## config.mk

```make
export PLATFORM = sky130hd
export DESIGN_NAME = pipe_stall_ctrl
export DESIGN_NICKNAME = d
export VERILOG_FILES = /design/src/rtl/pipe_stall_ctrl.sv
export SDC_FILE = /design/constraint.sdc
export NUM_CORES = 1
export LEC_CHECK = 0
export CORE_UTILIZATION = 49
export DETAILED_ROUTE_END_ITERATION = 10
export PLACE_DENSITY_LB_ADDON = 0.15
export SYNTH_ARGS = -nofsm -noshare
export SYNTH_HDL_FRONTEND = slang
export SYNTH_SLANG_ARGS = --single-unit
```

## constraint.sdc

```tcl
create_clock -name clk_i -period 5.13 [get_ports clk_i]
set_input_delay 0.513 -clock clk_i [delete_from_list [all_inputs] [get_ports clk_i]]
set_output_delay 0.513 -clock clk_i [all_outputs]
set_load 0.02 [all_outputs]
```

## src/rtl/pipe_stall_ctrl.sv

```systemverilog
// Stall/flush sequencer for the 5-stage pipeline: merges ID/EX stall requests, times fixed-length EX stalls,
// issues flush pulses with a redirect PC and counts stalled cycles. Optional watchdog: `define STALL_WDT_EN.
module pipe_stall_ctrl #(
   parameter int unsigned LEN_W     = 6,
   parameter int unsigned PERF_W    = 32,
   parameter int unsigned WDT_LIMIT = 256
) (
   input  logic              clk_i,
   input  logic              rst_ni,
   input  logic              stallreq_id_i,
   input  logic              stallreq_ex_i,
   input  logic              mc_start_i,
   input  logic [LEN_W-1:0]  mc_len_i,
   input  logic              flush_req_i,
   input  logic [31:0]       flush_pc_i,
   output logic [5:0]        stall_o,
   output logic              flush_o,
   output logic [31:0]       new_pc_o,
   output logic [PERF_W-1:0] stall_cnt_o,
   output logic              wdt_err_o
);

   localparam int unsigned STALL_W = 6;
   localparam logic [STALL_W-1:0] STALL_EX = 6'b001111;
   localparam logic [STALL_W-1:0] STALL_ID = 6'b000111;

   typedef enum logic [1:0] {RUN, EX_WAIT, FLUSH} state_e;

   state_e             state_q, state_d;
   logic [LEN_W-1:0]   cnt_q, cnt_d;
   logic               flush_q, flush_d;
   logic [31:0]        new_pc_q, new_pc_d;
   logic [PERF_W-1:0]  stall_cnt_q, stall_cnt_d;
   logic               mc_go;
   logic               ex_stall;
   logic [STALL_W-1:0] stall_raw;
   logic               wdt_fire;

   assign mc_go    = (state_q == RUN) && mc_start_i && (mc_len_i != '0);
   assign ex_stall = (state_q == EX_WAIT) || stallreq_ex_i || mc_go;

   // Same-cycle stall vector; FLUSH overrides every request
   always_comb begin
      stall_raw = '0;
      if (state_q != FLUSH) begin
         if (ex_stall) begin
            stall_raw = STALL_EX;
         end else if (stallreq_id_i) begin
            stall_raw = STALL_ID;
         end
      end
   end

   assign stall_o = wdt_fire ? '0 : stall_raw;

`ifdef STALL_WDT_EN
   localparam int unsigned WDT_W = $clog2(WDT_LIMIT + 1);

   logic [WDT_W-1:0] wdt_cnt_q, wdt_cnt_d;
   logic             wdt_err_q, wdt_err_d;

   assign wdt_fire = stall_raw[0] && (wdt_cnt_q == WDT_W'(WDT_LIMIT - 1));

   always_comb begin
      wdt_cnt_d = wdt_cnt_q;
      wdt_err_d = wdt_err_q | wdt_fire;
      if (!stall_o[0] || (state_q == FLUSH)) begin
         wdt_cnt_d = '0;
      end else begin
         wdt_cnt_d = wdt_cnt_q + WDT_W'(1);
      end
   end

   always_ff @(posedge clk_i or negedge rst_ni) begin
      if (!rst_ni) begin
         wdt_cnt_q <= '0;
         wdt_err_q <= 1'b0;
      end else begin
         wdt_cnt_q <= wdt_cnt_d;
         wdt_err_q <= wdt_err_d;
      end
   end

   assign wdt_err_o = wdt_err_q;
`else
   // WDT_LIMIT only matters when the watchdog is built in
   logic unused_wdt_limit;
   assign unused_wdt_limit = (WDT_LIMIT == 0);
   assign wdt_fire         = 1'b0;
   assign wdt_err_o        = 1'b0;
`endif

   // Next state: flush beats watchdog release beats normal sequencing
   always_comb begin
      state_d  = state_q;
      cnt_d    = cnt_q;
      flush_d  = 1'b0;
      new_pc_d = new_pc_q;
      if (flush_req_i) begin
         state_d  = FLUSH;
         flush_d  = 1'b1;
         new_pc_d = flush_pc_i;
         cnt_d    = '0;
      end else if (wdt_fire) begin
         state_d = RUN;
         cnt_d   = '0;
      end else begin
         case (state_q)
            RUN: begin
               if (mc_go && (mc_len_i != LEN_W'(1))) begin
                  cnt_d   = mc_len_i - LEN_W'(1);
                  state_d = EX_WAIT;
               end
            end
            EX_WAIT: begin
               cnt_d = cnt_q - LEN_W'(1);
               if (cnt_q == LEN_W'(1)) begin
                  state_d = RUN;
               end
            end
            FLUSH:   state_d = RUN;
            default: state_d = RUN;
         endcase
      end
   end

   always_comb begin
      stall_cnt_d = stall_cnt_q;
      if (stall_o[0] && (stall_cnt_q != '1)) begin
         stall_cnt_d = stall_cnt_q + PERF_W'(1);
      end
   end

   always_ff @(posedge clk_i or negedge rst_ni) begin
      if (!rst_ni) begin
         state_q     <= RUN;
         cnt_q       <= '0;
         flush_q     <= 1'b0;
         new_pc_q    <= '0;
         stall_cnt_q <= '0;
      end else begin
         state_q     <= state_d;
         cnt_q       <= cnt_d;
         flush_q     <= flush_d;
         new_pc_q    <= new_pc_d;
         stall_cnt_q <= stall_cnt_d;
      end
   end

   assign flush_o     = flush_q;
   assign new_pc_o    = new_pc_q;
   assign stall_cnt_o = stall_cnt_q;

endmodule
```

# Yosys cells after proc, flatten, opt, wreduce, memory -nomap -nowiden
# Index checks and enable logic that the tools add are counted.
# word_totals
regBits	73
input_bits	44
# classes
n_addsub	3
eq_ne	7
muxes	11
reduce_logical	11
# op_table
op	count
$add A32 B1 Y32 const B	1
$ne A32 B32 Y1 const B	1
$mux W6	4
$pmux W6 S2	1
$sub A6 B1 Y6 const B	2
$eq A6 B1 Y1 const B	1
$mux W2	3
$ne A3 B2 Y1 const B	2
$ne A6 B1 Y1 const B	1
$reduce_bool A6 Y1	1
$logic_and A1 B1 Y1	4
$pmux W2 S2	1
$reduce_and A2 Y1	2
$mux W3	1
$reduce_bool A3 Y1	1
$eq A2 B1 Y1 const B	1
$logic_not A2 Y1	1
$logic_or A1 B1 Y1	2
$ne A2 B2 Y1 const B	1
$mux W1	1

# Logic depth before layout (Yosys ltp)
# depth
word_depth	7
mapped_depth	9
ltp_nobuf	7

# Worst setup path after synthesis
# No wires, ideal clock.
# synth_timing
path_type	input -> output
start	in mc_len_i[2]
end	out stall_o[1]
arrival_ns	1.852
t_required_ns	4.617
setup_slack_ns	2.765
stages	6
n_path_buf	3
path_cell_list	or4_1 > o21a_1 > o21a_1 > buf_6 > buf_8 > buf_4
# synth_via
elab_chain_cells	5
# synth_rtl
element	line_no	source
from (decl)	13	input logic [LEN_W-1:0] mc_len_i,
$reduce_bool A6 Y1	39	assign mc_go = (state_q == RUN) && mc_start_i && (mc_len_i != '0);
$logic_and A1 B1 Y1	39	
$logic_or A1 B1 Y1	40	assign ex_stall = (state_q == EX_WAIT) || stallreq_ex_i || mc_go;
$mux W6	46	if (ex_stall) begin
$mux W6	45	if (state_q != FLUSH) begin
to (decl)	16	output logic [5:0] stall_o,
# No other way between the ends.

# Worst setup path after layout
# layout_timing
start	in mc_len_i[2]
end	out stall_o[2]
# The elaborated chain is that of the path after synthesis.

==> summary.txt <==
Clocking
  – CTS resizes: 0
  – Post-CTS Hold Fix Bufs: 0
  – Cts bufs inserted: 9
  – Root Buffer: clkbuf_8
  – Clk slew on worst S/H paths: 80 ps
  – Post-CTS setup buffers: 0
  – Clock sinks: 73
  – Clock Latency Late Sink: 320 ps
  – H-tree levels: 3
  – CTS tree: yes
  – Clock Path Buffers: 2

Detailed routing
  – Drt first pass iters: 4
  – Detailed Route WL: 7.61 mm
  – Via density per instance: 5.23
  – Iteration-0 DRC Markers: 76
  – WL per Instance: 14.9 um
  – Detail Route Antenna Nets: 0
  – Drc violations: 0
  – Via count: 2675

Critical path
  – CP startpoint kind: input port
  – Critical Path AT: 2770 ps
  – CP required: 4620 ps
  – R2R setup slack: 3010 ps
  – Critical Path End Type: primary output
  – Setup CP Type: input port to primary output
  – Critical path fanouts, max: 28

Place
  – Port-buffer cells: 112
  – Post-detail-place hpwl: 5.36 mm
  – Routability cong.: 0.785
  – Worst slack at placement: 1850 ps
  – Number of cells after detailed placement: 495

Yosys
  – Yosys cell types: 39
  – Post-synth ARST share: 100%
  – Synthesis-stage register bit count: 73
  – Synthesized instance count: 298
  – Post-synth EDFFs: 0
  – Mapped cell area: 0.00346 sq mm
  – Synth Flop Type: dfrtp_1
  – Synth warn: 0
  – Sequential fraction of the synthesis area: 52.7%
  – Avg Inst Size Synth: 11.6 sq um

Timing
  – Slew of the pin with the lowest slew margin: 715 ps
  – Hold WS: 96.2 ps
  – Final Hold Vio Count: 0
  – Clock skew: 6.00 ps
  – Final worst-path cycle share: 64.0%
  – Setup-failing EPs final: 0
  – Setup WS post-layout: 1850 ps
  – Relative slew margins: 52.4%
  – Final Max Tran Viols: 0
  – Unrepaired setup endpoints after global routing: no
  – Setup_tns: 0 ps
  – Max Clk Rate: 305 MHz
  – Final min period: 3280 ps

GRT
  – Global-route wire length before repair: 12.4 mm
  – Initial antenna violation count: 0
  – Largest net degree at the start of global routing: 58
  – Vias in the first global route: 2622
  – Overall routing resource usage: 21.4%
  – Total gr overflow: 0

Pwr
  – Sequential Power Share: 45.2%
  – Clock power frac: 31.4%
  – Sw Share: 28.2%
  – P_sw: 0.000424 W
  – PwrDens: 311 mW/mm^2
  – Maximum VDD drop: 0.000273 V
  – Lkg Pwr: 1.95 nW
  – Power, Total: 0.00150 W
  – Comb pwr share: 23.4%
  – Internal Pwr Total: 0.00108 W

Finish
  – Final net count: 460
  – Synth-to-layout area growth: 39.8%
  – Commonest non-fill, non-tap cell in the layout: clkdlybuf4s50_1
  – Ant diodes: 0
  – Most frequent cells in the layout: clkdlybuf4s50_1 (111), dfrtp_1 (73), xnor2_1 (33), mux2_2 (33), nand4_1 (27)
  – Final Non-Filler Cells: 511
  – Share of cells above drive strength 1: 13.7%

Status
  – Status: finished, final reports clean

Die
  – Initial Utilization: 51.0%
  – Core Box Area: 0.00679 sq mm
  – Die height: 86.1 um
  – Site Rows: 30
  – Boundary Pins: 116
  – Die Wd: 86.1 um
  – Die Area: 0.00741 sq mm

Hold path
  – Hold Crit Class: input port to async pin

Flow run
  – Max Cap Violations: 0
==> path summary, 6_finish.rpt <==
check | startpoint | to | cells past startpoint
worst max-delay path | mc_len_i[2] | stall_o[2] | 6
worst min-delay path | rst_ni | new_pc_o[31] | 1
worst max register to register | stall_cnt_o[0] | stall_cnt_o[1] | 7
worst min register to register | new_pc_o[16] | new_pc_o[16] | 1
max in group asynchronous | rst_ni | stall_cnt_o[7] | 2
min in group clk_i | new_pc_o[16] | new_pc_o[16] | 1
==> sequential cells by signal, indices dropped and copies added, names as in the netlist <==
signal and count:
state_q 2, cnt_q 6, stall_cnt_o 32, new_pc_o 32, flush_o 1
==> worst max-delay path, stage by stage <==
cell and delay, ps:
clkdlybuf4s50_1 480, or4_1 560, o21a_1 220, o21a_1 190, buf_4 230, clkdlybuf4s50_1 570
==> layout make-up <==
class	instances	area (sq um)
clock buffer	12	165
clock inverter	4	50.0
fill	510	1950
inverter	9	33.8
multi-input combinational	201	1500
sequential	73	1830
tap	96	120
timing repair buffer	116	1150
==> power groups by stage <==
| stage | Combinational (W) | Sequential, W | Clock, W |
|---|---|---|---|
| after floorplan | 0.000118 | 0.000748 | 0 |
| after global placement | 0.000349 | 0.000687 | 0 |
| after detailed placement | 0.000354 | 0.000690 | 0 |
| after CTS | 0.000357 | 0.000680 | 0.000479 |
| after global routing | 0.000379 | 0.000689 | 0.000505 |
| final | 0.000353 | 0.000680 | 0.000472 |
==> per-stage QoR <==
stage	util, %	area (sq um)
after CTS	71.3	4840
after global routing	71.3	4840
after detailed placement	68.1	4630
after global placement	68.1	4630
after floorplan	-	3470
final	71.3	4840
==> synthesized netlist by cell type (2+ instances only) <==
master | number | area (sq um)
and2_1 | 4 | 25.0
o21a_1 | 2 | 15.0
mux2i_1 | 2 | 20.0
and3_1 | 8 | 50.1
o22ai_1 | 2 | 12.5
buf_4 | 5 | 37.5
clkbuf_1 | 7 | 26.3
nand3_2 | 3 | 30.0
nand2_1 | 13 | 48.8
xnor2_1 | 33 | 289
buf_2 | 2 | 10.0
nor2_1 | 11 | 41.3
buf_6 | 2 | 22.5
nand4_1 | 27 | 169
nor4_1 | 3 | 18.8
nand3_1 | 10 | 50.1
and4_1 | 6 | 52.6
a211oi_1 | 2 | 15.0
o21ai_0 | 8 | 40.0
dfrtp_1 | 73 | 1830
mux2_2 | 33 | 372
xor2_1 | 2 | 17.5
ha_1 | 6 | 75.1
a21oi_1 | 5 | 25.0
nor3_1 | 7 | 35.0
inv_1 | 9 | 33.8
==> logic make-up after synthesis <==
group / share of synthesized area (%)
other: 0.108
adder cells (fa/ha/maj): 2.17
buffers and inverters: 4.19
XOR/XNOR: 8.85
flip-flops: 52.7
multiplexers: 11.3
AO/OA/AOI/OAI: 4.62
AND/OR/NAND/NOR: 16.0
==> layer usage <==
layer  routed length (um)  up-vias  part of all wire (%)  GRT usage (%)
li1                     -     1279                     -              -
met1                 3470     1299                    46           29.0
met2                 3460       91                    45           31.9
met3                  594        6                   7.8           7.60
met4                   87        0                   1.1           7.12
met5                    0        -                     0              0
Note: power is estimated with default switching activity, not from simulation.
